### src/rtl/audio_frame_minmax_ctrl_if.sv
// Sample stream and frame-result handshakes
// for the per-frame min/max controller.
interface audio_frame_minmax_ctrl_if #(
  parameter int DW = 32
);
  logic          in_valid;
  logic [DW-1:0] in_data;
  logic          in_ready;
  logic          res_valid;
  logic [DW-1:0] res_max;
  logic [DW-1:0] res_min;
  logic [7:0]    res_frame;
  logic          res_ack;

  modport master (
    output in_valid, in_data, res_ack,
    input  in_ready, res_valid,
    input  res_max, res_min, res_frame
  );

  modport slave (
    input  in_valid, in_data, res_ack,
    output in_ready, res_valid,
    output res_max, res_min, res_frame
  );
endinterface

### src/rtl/audio_frame_minmax_ctrl.sv
// Per-frame signed min/max tracker with a
// one-deep result register and run control.
module audio_frame_minmax_ctrl #(
  parameter int FRAME_LEN = 100,
  parameter int DW        = 32
) (
  input  logic       clk,
  input  logic       reset,
  input  logic       start,
  input  logic [7:0] num_frames,
  output logic       busy,
  output logic       d,
  audio_frame_minmax_ctrl_if.slave bus
);

  localparam logic [1:0] IDLE  = 2'd0;
  localparam logic [1:0] ACQ   = 2'd1;
  localparam logic [1:0] DRAIN = 2'd2;
  localparam logic [1:0] DONE  = 2'd3;

  localparam logic [15:0] LAST =
    16'(FRAME_LEN - 1);

  logic [1:0]  state;
  logic [7:0]  nfr;
  logic [7:0]  frame_cnt;
  logic [15:0] sample_cnt;

  logic signed [DW-1:0] smp;
  logic signed [DW-1:0] run_max;
  logic signed [DW-1:0] run_min;
  logic signed [DW-1:0] nxt_max;
  logic signed [DW-1:0] nxt_min;

  logic [DW-1:0] res_max_q;
  logic [DW-1:0] res_min_q;
  logic [7:0]    res_frame_q;
  logic          res_valid_q;

  logic first;
  logic last;
  logic blocked;
  logic acc;
  logic res_take;

  assign smp      = bus.in_data;
  assign first    = sample_cnt == 16'd0;
  assign last     = sample_cnt == LAST;
  assign res_take = res_valid_q && bus.res_ack;

  // only the frame-closing sample waits on
  // a full result register
  assign blocked = last && res_valid_q &&
                   !bus.res_ack;

  assign bus.in_ready  = (state == ACQ) &&
                         !blocked;
  assign acc           = bus.in_valid &&
                         bus.in_ready;
  assign bus.res_valid = res_valid_q;
  assign bus.res_max   = res_max_q;
  assign bus.res_min   = res_min_q;
  assign bus.res_frame = res_frame_q;
  assign busy = (state == ACQ) ||
                (state == DRAIN);

  // running extremes including the offered sample
  always_comb begin
    nxt_max = run_max;
    nxt_min = run_min;
    if (first) begin
      nxt_max = smp;
      nxt_min = smp;
    end else begin
      if (smp > run_max) nxt_max = smp;
      if (smp < run_min) nxt_min = smp;
    end
  end

  // run control, acquisition and result register
  always_ff @(posedge clk or negedge reset) begin
    if (!reset) begin
      state       <= IDLE;
      nfr         <= '0;
      frame_cnt   <= '0;
      sample_cnt  <= '0;
      run_max     <= '0;
      run_min     <= '0;
      res_max_q   <= '0;
      res_min_q   <= '0;
      res_frame_q <= '0;
      res_valid_q <= 1'b0;
      d           <= 1'b0;
    end else begin
      if (res_take) res_valid_q <= 1'b0;
      unique case (state)
        IDLE, DONE: begin
          if (start) begin
            nfr        <= num_frames;
            frame_cnt  <= '0;
            sample_cnt <= '0;
            if (num_frames == 8'd0) begin
              state <= DONE;
              d     <= 1'b1;
            end else begin
              state <= ACQ;
              d     <= 1'b0;
            end
          end
        end
        ACQ: begin
          if (acc) begin
            run_max <= nxt_max;
            run_min <= nxt_min;
            if (last) begin
              sample_cnt  <= '0;
              res_max_q   <= nxt_max;
              res_min_q   <= nxt_min;
              res_frame_q <= frame_cnt;
              res_valid_q <= 1'b1;
              frame_cnt   <= frame_cnt + 8'd1;
              if (frame_cnt == nfr - 8'd1)
                state <= DRAIN;
            end else begin
              sample_cnt <= sample_cnt + 16'd1;
            end
          end
        end
        DRAIN: begin
          if (res_take) begin
            state <= DONE;
            d     <= 1'b1;
          end
        end
        default: state <= IDLE;
      endcase
    end
  end

endmodule

### src/flat_wrapper.sv
// flat-port wrapper written by rule: the top's interface ports become plain ports
module audio_frame_minmax_ctrl_flat 
#(
  parameter int FRAME_LEN = 100,
  parameter int DW        = 32
)
  (clk, reset, start, num_frames, busy, d, bus_in_valid, bus_in_data, bus_res_ack, bus_in_ready, bus_res_valid, bus_res_max, bus_res_min, bus_res_frame);
  audio_frame_minmax_ctrl_if #(.DW(DW)) bus_i ();
  input  logic clk;
  input  logic reset;
  input  logic start;
  input  logic [7:0] num_frames;
  output logic busy;
  output logic d;
  input wire logic [$bits(bus_i.in_valid)-1:0] bus_in_valid;
  input wire logic [$bits(bus_i.in_data)-1:0] bus_in_data;
  input wire logic [$bits(bus_i.res_ack)-1:0] bus_res_ack;
  output wire logic [$bits(bus_i.in_ready)-1:0] bus_in_ready;
  output wire logic [$bits(bus_i.res_valid)-1:0] bus_res_valid;
  output wire logic [$bits(bus_i.res_max)-1:0] bus_res_max;
  output wire logic [$bits(bus_i.res_min)-1:0] bus_res_min;
  output wire logic [$bits(bus_i.res_frame)-1:0] bus_res_frame;
  assign bus_i.in_valid = bus_in_valid;
  assign bus_i.in_data = bus_in_data;
  assign bus_i.res_ack = bus_res_ack;
  assign bus_in_ready = bus_i.in_ready;
  assign bus_res_valid = bus_i.res_valid;
  assign bus_res_max = bus_i.res_max;
  assign bus_res_min = bus_i.res_min;
  assign bus_res_frame = bus_i.res_frame;
  audio_frame_minmax_ctrl #(.FRAME_LEN(FRAME_LEN), .DW(DW)) u_core (.clk(clk), .reset(reset), .start(start), .num_frames(num_frames), .busy(busy), .d(d), .bus(bus_i));
endmodule
### config.mk
export PLATFORM = sky130hd
export DESIGN_NAME = audio_frame_minmax_ctrl_flat
export DESIGN_NICKNAME = d
export VERILOG_FILES = /design/src/rtl/audio_frame_minmax_ctrl_if.sv /design/src/rtl/audio_frame_minmax_ctrl.sv /design/src/flat_wrapper.sv
export SDC_FILE = /design/constraint.sdc
export NUM_CORES = 1
export LEC_CHECK = 0
export ABC_AREA = 1
export BUFFER_PORTS_ARGS = -buffer_cell sky130_fd_sc_hd__buf_2
export CAP_MARGIN = 5
export CORE_MARGIN = 2
export CORE_UTILIZATION = 50
export CTS_CLUSTER_DIAMETER = 40
export DETAILED_ROUTE_END_ITERATION = 12
export MAX_ROUTING_LAYER = met4
export PLACE_DENSITY = 0.7
export SYNTH_ARGS = -nofsm -noshare
export SYNTH_HDL_FRONTEND = slang
export SYNTH_SLANG_ARGS = --single-unit
export TNS_END_PERCENT = 30
### constraint.sdc
create_clock -name clk -period 2.68 [get_ports clk]
set_input_delay 0.402 -clock clk [delete_from_list [all_inputs] [get_ports clk]]
set_output_delay 0.402 -clock clk [all_outputs]
set_load 0.01 [all_outputs]
==> summary.txt, run 1 <==
Layout
  • Antenna diodes: 0
  • FILL cells: 1799
  • Final nets: 1545
  • Commonest non-fill, non-tap cell in the layout: nand2_1
  • Layout area overhead: 15.0%
  • Commonest non-fill, non-tap cells in the layout: nand2_1 (445), nand3_1 (184), dfrtp_1 (172), inv_1 (156), buf_2 (119)
  • Layout cells sized above 1: 13.8%
  • Non-Filler Cell Area, Final: 11600 um2

Floorplan
  • Chip Height: 146 um
  • Die width: 146 um
  • Core Region: 19600 um2
  • Die ar.: 21300 um2
  • Initial cell density of the core: 51.4%
  • Row Count: 51
  • # IOs: 121

STA
  • RSZ-0062 raised after global routing: no
  • Final slew viol count: 0
  • Worst-Margin Slew: 0.786 ns
  • Final worst-path cycle share: 90.2%
  • Relative slew slack: 47.6%
  • Final Hold Viols: 0
  • Final setup violating endpoints: 0
  • Peak Freq: 414 MHz
  • Fin Setup TNS: 0 ns
  • Worst clock skew: 0.0109 ns
  • Min cycle time layout: 2.42 ns

Yosys
  • Syn_area_per_cell: 7.59 um2
  • Seq/Total Area, Yosys: 42.8%
  • Largest family of logic cells by synthesized area: simple AND/OR/NAND/NOR gates
  • Post-synth EDFFs: 0
  • Post-synthesis simple-gate area fraction: 32.8%
  • Area of the mapped netlist: 10100 um2
  • Cells after synthesis: 1327
  • Syn nets: 1442
  • Ys async rst share: 100%
  • Adder-cell share of the synthesized area: 8.70%
  • Synth Area in XOR/XNOR: 1.83%
  • Mux share of post-synthesis cell area: 0.224%
  • Synth top area share: 42.8%
  • Synth Flop Type: dfrtp_1
  • Post-synthesis register bit count: 172
  • Complex-gate fraction of the synthesized area: 4.59%
  • Yosys cell types: 31
  • Synth area leaders: dfrtp_1 (43%), nand2_1 (17%), nand3_1 (9.2%), ha_1 (8.7%), inv_1 (5.8%)
  • Synth area leader: dfrtp_1
  • Syn. warnings: 0

Outcome
  • Status: complete, no violations

Route
  • Number of remaining DRC errors: 0
  • Vias/cell: 5.28
  • Post-route antenna net violation count: 0
  • TritonRoute pass-1 iters: 6
  • Via count: 9013
  • WL/cell: 14.9 um
  • Routed wire length: 25.4 mm
  • Initial DRC Count: 755

Setup path
  • CP Launch Type: flip-flop
  • Crit path kind: flip-flop to flip-flop
  • CP Capture Type: flip-flop
  • Critical path required time: 2.99 ns
  • Reg2Reg Depth: 14
  • WP data arrival: 2.73 ns
  • Worst Path Max Fanout: 32

Clock network
  • H-tree Lvls: 4
  • Cts hold-fix bufs: 1
  • Clock Latency Late Sink: 0.43 ns
  • Root Driver: clkbuf_16
  • CTS resizes: 0
  • Reg clk slew, reported paths: 0.07 ns
  • CTS tree: built
  • # Post-CTS Setup Buffers: 0
  • Clk buf depth: 2
  • TritonCTS buffer count: 17
  • CTS Sinks: 172

Power
  • Overall Power: 11.2 mW
  • Internal power: 6.41 mW
  • LEAKAGE: 6.50 nW
  • Gate power share: 45.5%
  • Net Sw Frac: 42.8%
  • Net Switching: 4.79 mW
  • Part of the power in registers: 31.4%
  • PD cells: 967 nW/um2
  • Clock network fraction of total power: 23.1%
  • Maximum vdd drop: 1.21 mV

GRT
  • Number of global-route vias before repair: 8755
  • Gr usage total: 25.4%
  • GRT overflow: 0
  • Initial antenna violation count: 0
  • Largest net degree at the start of global routing: 82
  • First-pass GRT wire length: 43.0 mm

Hold path
  • Worst Hold Depth: 2
  • Worst min-delay path category: input pin to flip-flop

Placed design
  • Placement Cell Area: 11000 um2
  • DP HPWL: 16.9 mm
  • Port Buffer Count: 120
  • Final RePlAce weighted congestion: 0.888

Run
  • Max cap viols: 0
## area by class of cell
class / instances / area [um2] / area share [%]
clock buffer: 24 / 512 / 4.42
tap: 265 / 332 / 2.86
sequential: 172 / 4300 / 37.2
inverter: 162 / 608 / 5.25
timing repair buffer: 142 / 875 / 7.55
clock inverter: 8 / 104 / 0.897
multi-input combinational: 935 / 4850 / 41.9
## critical path: stages, from the launching register on
cell and delay [ns]:
dfrtp_1 0.35, inv_1 0.06, ha_1 0.30, nand2_1 0.07, inv_1 0.05, nand3_1 0.09, nor3_1 0.16, nand2_1 0.08
nand2_1 0.11, nand2_1 0.08, nand3_1 0.10, buf_4 0.40, nand4_1 0.23, nand3_1 0.14, nand2_1 0.06
## state kept, by name, indices dropped and copies added (netlist names)
name                  count
u_core.nfr                8
u_core.bus.res_max       32
u_core.bus.res_frame      8
u_core.state              2
u_core.d                  1
u_core.run_min           32
u_core.bus.res_valid      1
u_core.run_max           32
u_core.frame_cnt          8
u_core.bus.res_min       32
u_core.sample_cnt        16
## worst paths after layout
check / from / endpoint / slack (ns)
worst min register to register: u_core.bus.res_max[18]$_DFFE_PN0P_ / u_core.bus.res_max[18]$_DFFE_PN0P_ / 0.48
max in group asynchronous: reset / u_core.run_max[30]$_DFFE_PN0P_ / 1.50
worst max register to register: u_core.run_min[15]$_DFFE_PN0P_ / u_core.run_min[18]$_DFFE_PN0P_ / 0.26
min in group asynchronous: reset / u_core.bus.res_min[4]$_DFFE_PN0P_ / 0.45
worst min-delay path: bus_res_ack / u_core.bus.res_valid$_DFF_PN0_ / 0.18
worst max-delay path: u_core.run_min[15]$_DFFE_PN0P_ / u_core.run_min[18]$_DFFE_PN0P_ / 0.26
## cell families after synthesis
group	after synthesis
adder cells (fa/ha/maj)	70
multiplexers	2
AO/OA/AOI/OAI	87
XOR/XNOR	21
flip-flops	172
AND/OR/NAND/NOR	755
buffers and inverters	220
## synthesized netlist by cell type (2+ instances only)
| library cell | number |
|---|---|
| a21oi_1 | 37 |
| inv_1 | 156 |
| a21o_1 | 2 |
| xnor2_1 | 4 |
| nand3_1 | 185 |
| nor4_1 | 6 |
| clkbuf_1 | 10 |
| buf_1 | 4 |
| mux2_2 | 2 |
| nor2_1 | 41 |
| buf_6 | 6 |
| o31ai_1 | 4 |
| dfrtp_1 | 172 |
| or2_2 | 2 |
| xor2_1 | 17 |
| nand3_2 | 8 |
| inv_2 | 6 |
| ha_1 | 70 |
| buf_2 | 37 |
| o21ai_0 | 40 |
| nand2_1 | 445 |
| nand2_2 | 5 |
| nand4_1 | 50 |
| nor3_1 | 11 |
## power groups by stage
stage          registers (mW)  clock network (mW)  logic (mW)
5_1_grt                  3.59                2.74        5.80
4_1_cts                  3.51                2.62        5.07
2_1_floorplan            3.47                   0        3.73
3_5_place_dp             3.54                   0        5.04
3_3_place_gp             3.54                   0        4.92
6_report                 3.52                2.59        5.10
## layer usage
metal | vias to the layer above | global-route usage (%) | share of wire [%]
li1 | 4499 | - | -
met1 | 4198 | 35.2 | 47
met2 | 289 | 39.7 | 46
met3 | 27 | 3.98 | 5.8
met4 | 0 | 5.49 | 1.2
met5 | - | - | 0
## per-stage QoR
step | utilization [%] | setup slack, ns | hold WS [ns] | instances
finish | 59.1 | 0.264 | 0.185 | 1708
global route | 59.1 | 0.109 | 0.187 | 1708
CTS | 59.1 | 0.306 | 0.178 | 1708
detailed placement | 55.9 | 0.214 | 0.350 | 1675
global placement | 55.9 | 0.277 | 0.352 | 1675
floorplan | - | 0.680 | 0.106 | 1327
Note: power is estimated with default switching activity, not from simulation.
==> run 2: changes to the inputs <==
ABC_AREA = 0   (was 1)
==> summary.txt, run 2 <==
Outcome
  • Status: finished with violations (was complete, no violations)
  • Failing checks: negative hold slack, negative setup slack

Floorplan
  • Row Count: 50 (was 51)
  • Chip Height: 142 um (was 146 um)
  • Die width: 142 um (was 146 um)
  • # IOs: 121 (unchanged)
  • Core Region: 18600 um2 (was 19600 um2)
  • Die ar.: 20000 um2 (was 21300 um2)
  • Initial cell density of the core: 50.8% (was 51.4%)

Yosys
  • Adder-cell share of the synthesized area: 9.25% (was 8.70%)
  • Largest family of logic cells by synthesized area: multiplexers (was simple AND/OR/NAND/NOR gates)
  • Syn nets: 1010 (was 1442)
  • Synth area leader: dfrtp_1 (unchanged)
  • Mux share of post-synthesis cell area: 16.6% (was 0.224%)
  • Yosys cell types: 54 (was 31)
  • Ys async rst share: 100% (unchanged)
  • Seq/Total Area, Yosys: 45.5% (was 42.8%)
  • Synth area leaders: dfrtp_1 (45%), ha_1 (9.3%), mux2i_1 (6.9%), a21oi_1 (4.9%), mux2_4 (4.8%) (was dfrtp_1 (43%), nand2_1 (17%), nand3_1 (9.2%), ha_1 (8.7%), inv_1 (5.8%))
  • Post-synthesis register bit count: 172 (unchanged)
  • Syn. warnings: 0 (unchanged)
  • Complex-gate fraction of the synthesized area: 9.42% (was 4.59%)
  • Area of the mapped netlist: 9470 um2 (was 10100 um2)
  • Synth Flop Type: dfrtp_1 (unchanged)
  • Post-synth EDFFs: 0 (unchanged)
  • Post-synthesis simple-gate area fraction: 11.7% (was 32.8%)
  • Synth Area in XOR/XNOR: 2.50% (was 1.83%)
  • Cells after synthesis: 895 (was 1327)
  • Count leader, synth: dfrtp_1 (was nand2_1)
  • Post-synth top cells: dfrtp_1 (172), a21oi_1 (92), nor2_1 (91) (was nand2_1 (445), nand3_1 (185), dfrtp_1 (172))
  • Synth top area share: 45.5% (was 42.8%)
  • Syn_area_per_cell: 10.6 um2 (was 7.59 um2)

Setup path
  • Most used cell, CP: buf_4 (was nand2_1)
  • Worst Path Max Fanout: 13 (was 32)
  • WP data arrival: 3.24 ns (was 2.73 ns)
  • CP Cell Sequence: inv_2, ha_4, buf_4, a21oi_1, nand2_1, a221oi_2, nor3b_2, buf_4, o31a_1, nand2_4, nor2_4, buf_12, mux2_4 (was inv_1, ha_1, nand2_1, inv_1, nand3_1, nor3_1, nand2_1, nand2_1, nand2_1, nand3_1, buf_4, nand4_1, nand3_1, nand2_1)
  • Crit path from: u_core.run_max[30]$_DFFE_PN0P_ (was u_core.run_min[15]$_DFFE_PN0P_)
  • WP buf/inv: 4 (was 3)
  • RR Startpoint: u_core.run_max[30]$_DFFE_PN0P_ (was u_core.run_min[15]$_DFFE_PN0P_)
  • CP Launch Type: flip-flop (unchanged)
  • Critical path required time: 2.99 ns (about the same)
  • Crit path kind: flip-flop to flip-flop (unchanged)
  • CP Capture Type: flip-flop (unchanged)
  • Crit-path leading delay family: simple AND/OR/NAND/NOR gates (unchanged)
  • Max stage delay on crit path: 0.40 ns (about the same)
  • Reg2reg end: u_core.run_max[22]$_DFFE_PN0P_ (was u_core.run_min[18]$_DFFE_PN0P_)
  • Worst path slowest cell: dfrtp_1 (was buf_4)
  • Reg2Reg Depth: 13 (was 14)
  • FF-to-FF setup slack: -0.25 ns (was 0.26 ns)

Power
  • Overall Power: 11.6 mW (was 11.2 mW)
  • LEAKAGE: 6.49 nW (was 6.50 nW)
  • PD cells: 945 nW/um2 (was 967 nW/um2)
  • Maximum vdd drop: 0.548 mV (was 1.21 mV)

Clock network
  • Clock Latency Late Sink: 0.43 ns (about the same)
  • Clk buf depth: 2 (unchanged)
  • Reg clk slew, reported paths: 0.07 ns (about the same)
  • TritonCTS buffer count: 17 (unchanged)
  • CTS tree: built (unchanged)
  • Root Driver: clkbuf_16 (unchanged)
  • H-tree Lvls: 4 (unchanged)
  • Cts hold-fix bufs: 0 (was 1)
  • CTS Sinks: 172 (unchanged)

Route
  • Via count: 7408 (was 9013)
  • WL/cell: 17.1 um (was 14.9 um)
  • TritonRoute pass-1 iters: 5 (was 6)
  • Post-route antenna net violation count: 0 (unchanged)
  • Vias/cell: 5.38 (was 5.28)
  • Initial DRC Count: 427 (was 755)
  • Routed wire length: 23.5 mm (was 25.4 mm)
  • Number of remaining DRC errors: 0 (unchanged)

STA
  • Final slew viol count: 0 (unchanged)
  • Worst-Margin Slew: 0.678 ns (was 0.786 ns)
  • Final setup violating endpoints: 65 (was 0)
  • Peak Freq: 341 MHz (was 414 MHz)
  • Final Hold Viols: 5 (was 0)
  • Fin worst setup slack: -0.249 ns (was 0.264 ns)
  • Worst clock skew: 0.00984 ns (was 0.0109 ns)
  • Min cycle time layout: 2.93 ns (was 2.42 ns)
  • Final worst-path cycle share: 109% (was 90.2%)
  • RSZ-0062 raised after global routing: yes (was no)
  • Final hold slack: -0.0184 ns (was 0.185 ns)
  • Fin Setup TNS: -10.54 ns (was 0 ns)
  • Relative slew slack: 54.8% (was 47.6%)

GRT
  • Initial antenna violation count: 0 (unchanged)
  • GRT overflow: 0 (unchanged)
  • Number of global-route vias before repair: 7334 (was 8755)
  • First-pass GRT wire length: 36.4 mm (was 43.0 mm)
  • Gr usage total: 23.6% (was 25.4%)
  • Largest net degree at the start of global routing: 87 (was 82)

Layout
  • Final nets: 1245 (was 1545)
  • Layout area overhead: 29.9% (was 15.0%)
  • Non-filler cells, final: 1376 (was 1708)
  • Commonest non-fill, non-tap cell in the layout: dfrtp_1 (was nand2_1)
  • Commonest non-fill, non-tap cells in the layout: dfrtp_1 (172), buf_2 (119), buf_4 (117), nor2_1 (89), a21oi_1 (89) (was nand2_1 (445), nand3_1 (184), dfrtp_1 (172), inv_1 (156), buf_2 (119))
  • Layout cells sized above 1: 35.3% (was 13.8%)
  • FILL cells: 1432 (was 1799)
  • Antenna diodes: 0 (unchanged)

Placed design
  • Final RePlAce weighted congestion: 0.847 (was 0.888)
  • Post-Place Worst Slack: -0.398 ns (was 0.214 ns)
  • DP HPWL: 16.0 mm (was 16.9 mm)
  • Port Buffer Count: 120 (unchanged)
  • Placed insts: 1334 (was 1675)

Hold path
  • Worst min-delay path category: input pin to async pin (was input pin to flip-flop)

Run
  • Max cap viols: 0 (unchanged)
[run 2: area by class of cell]
cell class                 count  area (um2)  share of cell area (%)
clock buffer                  20         457                    3.71
multi-input combinational    614        5110                    41.5
tap                          234         293                    2.38
sequential                   172        4300                    35.0
inverter                      73         274                    2.23
timing repair buffer         252        1750                    14.2
clock inverter                11         118                   0.956
[run 2: power breakdown]
group | total (mW) | switching [mW] | internal, mW
registers | 3.67 | 0.473 | 3.20
clock network | 2.45 | 1.03 | 1.41
logic | 5.51 | 2.50 | 3.01
total | 11.6 | 4.00 | 7.62
[run 2: timing repair]
item                       CTS  global route
buffers inserted             1             9
setup endpoints to repair  119           128
gates cloned                 0             2
pin swaps                   30            12
resized for setup           25            60
[run 2: worst max path at each step]
stage,end,slack [ns],cells after the start
2_1_floorplan,u_core.run_max[10]$_DFFE_PN0P_,0.06,9
3_3_place_gp,u_core.bus.res_min[1]$_DFFE_PN0P_,-0.37,12
3_5_place_dp,u_core.bus.res_min[1]$_DFFE_PN0P_,-0.40,12
4_1_cts,u_core.run_max[10]$_DFFE_PN0P_,-0.11,11
5_1_grt,u_core.run_max[16]$_DFFE_PN0P_,-0.32,13
6_report,u_core.run_max[22]$_DFFE_PN0P_,-0.25,13
[run 2: layer usage]
metal | routed length [um] | vias to the layer above | global-route usage, %
li1 | - | 3610 | -
met1 | 10600 | 3656 | 30.3
met2 | 12000 | 120 | 39.1
met3 | 639 | 22 | 4.08
met4 | 263 | 0 | 5.89
met5 | 0 | - | -
[run 2: cell families after synthesis]
group	Yosys count
simple gates	230
flops	172
compound gates	150
mux	137
buf+inv	109
fa+ha+maj	70
xor+xnor	27
[run 2: through the flow]
step	hold slack, ns	util [%]	cell area, um2
detailed placement	0.462	60.0	11200
finish	-0.0184	66.0	12300
CTS	0.0109	63.8	11900
floorplan	0.106	-	9470
global route	0.0286	66.0	12300
global placement	0.454	60.0	11200
==> run 3: changes to the inputs <==
SETUP_SLACK_MARGIN = 0.15   (was default)
==> summary.txt, run 3 (synthesis gave the netlist of run 2 again) <==
Setup path
  • CP Capture Type: flip-flop (unchanged)
  • Max stage delay on crit path: 0.58 ns (was 0.40 ns)
  • Crit path kind: flip-flop to flip-flop (unchanged)
  • Critical path required time: 2.99 ns (about the same)
  • Crit-path leading delay family: simple AND/OR/NAND/NOR gates (unchanged)
  • FF-to-FF setup slack: -0.22 ns (was -0.25 ns)
  • Most used cell, CP: buf_12 (was buf_4)
  • Reg2Reg Depth: 11 (was 13)
  • Critical path depth: 11 (was 13)
  • CP Launch Type: flip-flop (unchanged)
  • Critical Path Sink: u_core.run_max[22]$_DFFE_PN0P_ (unchanged)
  • WP data arrival: 3.21 ns (was 3.24 ns)
  • WP buf/inv: 3 (was 4)
  • Crit path from: u_core.run_max[26]$_DFFE_PN0P_ (was u_core.run_max[30]$_DFFE_PN0P_)
  • Reg2reg end: u_core.run_max[22]$_DFFE_PN0P_ (unchanged)
  • RR Startpoint: u_core.run_max[26]$_DFFE_PN0P_ (was u_core.run_max[30]$_DFFE_PN0P_)
  • Worst path slowest cell: or4_4 (was dfrtp_1)
  • CP Cell Sequence: inv_2, ha_4, nand4_1, or4_4, or4_1, o31a_1, nand2_4, nor2_4, buf_12, buf_12, mux2_4 (was inv_2, ha_4, buf_4, a21oi_1, nand2_1, a221oi_2, nor3b_2, buf_4, o31a_1, nand2_4, nor2_4, buf_12, mux2_4)
  • Worst Path Max Fanout: 7 (was 13)

Floorplan
  • Row Count: 50 (unchanged)
  • Die ar.: 20000 um2 (unchanged)
  • # IOs: 121 (unchanged)
  • Chip Height: 142 um (unchanged)
  • Core Region: 18600 um2 (unchanged)
  • Initial cell density of the core: 50.8% (unchanged)
  • Die width: 142 um (unchanged)

Clock network
  • TritonCTS buffer count: 17 (unchanged)
  • Reg clk slew, reported paths: 0.06 ns (was 0.07 ns)
  • Clk buf depth: 2 (unchanged)
  • CTS Sinks: 172 (unchanged)
  • Root Driver: clkbuf_16 (unchanged)
  • H-tree Lvls: 4 (unchanged)
  • Clock Latency Late Sink: 0.43 ns (about the same)
  • CTS tree: built (unchanged)

GRT
  • First-pass GRT wire length: 37.7 mm (was 36.4 mm)
  • Number of global-route vias before repair: 7547 (was 7334)
  • Gr usage total: 24.6% (was 23.6%)
  • GRT overflow: 0 (unchanged)
  • Initial antenna violation count: 0 (unchanged)
  • Largest net degree at the start of global routing: 106 (was 87)

STA
  • Fin Setup TNS: -11.77 ns (was -10.54 ns)
  • Worst-Margin Slew: 0.519 ns (was 0.678 ns)
  • Relative slew slack: 65.4% (was 54.8%)
  • Final setup violating endpoints: 72 (was 65)
  • Final slew viol count: 0 (unchanged)
  • Worst clock skew: 0.00813 ns (was 0.00984 ns)
  • Peak Freq: 344 MHz (was 341 MHz)
  • Fin worst setup slack: -0.225 ns (was -0.249 ns)
  • Min cycle time layout: 2.90 ns (was 2.93 ns)
  • RSZ-0062 raised after global routing: yes (unchanged)
  • Final worst-path cycle share: 108% (was 109%)
  • Final Hold Viols: 0 (was 5)

Route
  • Vias/cell: 5.32 (was 5.38)
  • Initial DRC Count: 430 (was 427)
  • TritonRoute pass-1 iters: 5 (unchanged)
  • Number of remaining DRC errors: 0 (unchanged)
  • WL/cell: 16.9 um (was 17.1 um)
  • Via count: 7359 (was 7408)
  • Routed wire length: 23.4 mm (was 23.5 mm)
  • Post-route antenna net violation count: 0 (unchanged)

Layout
  • Layout cells sized above 1: 36.0% (was 35.3%)
  • Core Util, Final: 67.2% (was 66.0%)
  • Non-Filler Cell Area, Final: 12500 um2 (was 12300 um2)
  • Layout area overhead: 32.3% (was 29.9%)
  • Final nets: 1254 (was 1245)
  • Commonest non-fill, non-tap cells in the layout: dfrtp_1 (172), buf_2 (119), buf_4 (116), nor2_1 (89), a21oi_1 (87) (was dfrtp_1 (172), buf_2 (119), buf_4 (117), nor2_1 (89), a21oi_1 (89))
  • Antenna diodes: 0 (unchanged)
  • Commonest non-fill, non-tap cell in the layout: dfrtp_1 (unchanged)

Outcome
  • Failing checks: negative setup slack (was negative hold slack, negative setup slack)
  • Status: finished with violations (unchanged)

Placed design
  • Final RePlAce weighted congestion: 0.851 (was 0.847)
  • Port Buffer Count: 120 (unchanged)
  • Placement Cell Area: 11400 um2 (was 11200 um2)
  • DP HPWL: 15.6 mm (was 16.0 mm)

Hold path
  • Worst min-delay path category: input pin to flip-flop (was input pin to async pin)

Power
  • Overall Power: 12.1 mW (was 11.6 mW)
  • Maximum vdd drop: 0.593 mV (was 0.548 mV)
  • PD cells: 962 nW/um2 (was 945 nW/um2)
  • LEAKAGE: 6.56 nW (was 6.49 nW)

Run
  • Max cap viols: 0 (unchanged)
[run 3: changes by cell type in the layout (fill, tap and decap cells not counted), moves of 3 or more]
cell,change
mux2i_1,-12
mux2i_2,+10
buf_16,+3
buf_12,+5
[run 3: worst min path at each step]
stage             startpoint                                  end  slack (ns)  depth (start not counted)
2_1_floorplan          reset  u_core.bus.res_frame[0]$_DFFE_PN0P_        0.11                          0
3_3_place_gp           reset            u_core.nfr[7]$_DFFE_PN0P_        0.39                          1
3_5_place_dp           reset            u_core.nfr[7]$_DFFE_PN0P_        0.39                          1
4_1_cts        num_frames[0]            u_core.nfr[0]$_DFFE_PN0P_        0.20                          2
5_1_grt        num_frames[0]            u_core.nfr[0]$_DFFE_PN0P_        0.21                          2
6_report       num_frames[2]            u_core.nfr[2]$_DFFE_PN0P_        0.21                          2
[run 3: power breakdown]
group / internal, mW / switching (mW)
Clock: 1.50 / 1.03
Combinational: 3.26 / 2.58
Sequential: 3.20 / 0.475
[run 3: area by class of cell]
type                    count  area, um2
multi-input cells         614       5100
fillers                  1405       6120
repair buffers            261       1960
clock buffers              19        453
inverters                  73        274
clock inverters            11        144
well taps                 234        293
flip-flops and latches    172       4300
[run 3: per-layer routing]
| metal | track usage (%) | up-vias | wire length (um) |
|---|---|---|---|
| met5 | - | - | 0 |
| met4 | 7.47 | 0 | 371 |
| met3 | 4.25 | 27 | 544 |
| met2 | 40.6 | 117 | 11700 |
| met1 | 31.2 | 3588 | 10800 |
| li1 | - | 3627 | - |
[run 3: repair_timing]
item,CTS,global route
setup buffers,12,7
endpoints found under the hold margin,50,0
pin swaps,16,14
gates cloned,3,2
setup endpoints to repair,128,135
hold buffers,1,0
resized for setup,32,21
[run 3: per-stage QoR]
step | setup WS (ns) | hold slack (ns) | std cells
2_1_floorplan | 0.103 | 0.106 | 895
3_3_place_gp | -0.345 | 0.385 | 1329
3_5_place_dp | -0.353 | 0.392 | 1329
4_1_cts | -0.162 | 0.203 | 1375
5_1_grt | -0.286 | 0.208 | 1384
6_report | -0.225 | 0.212 | 1384
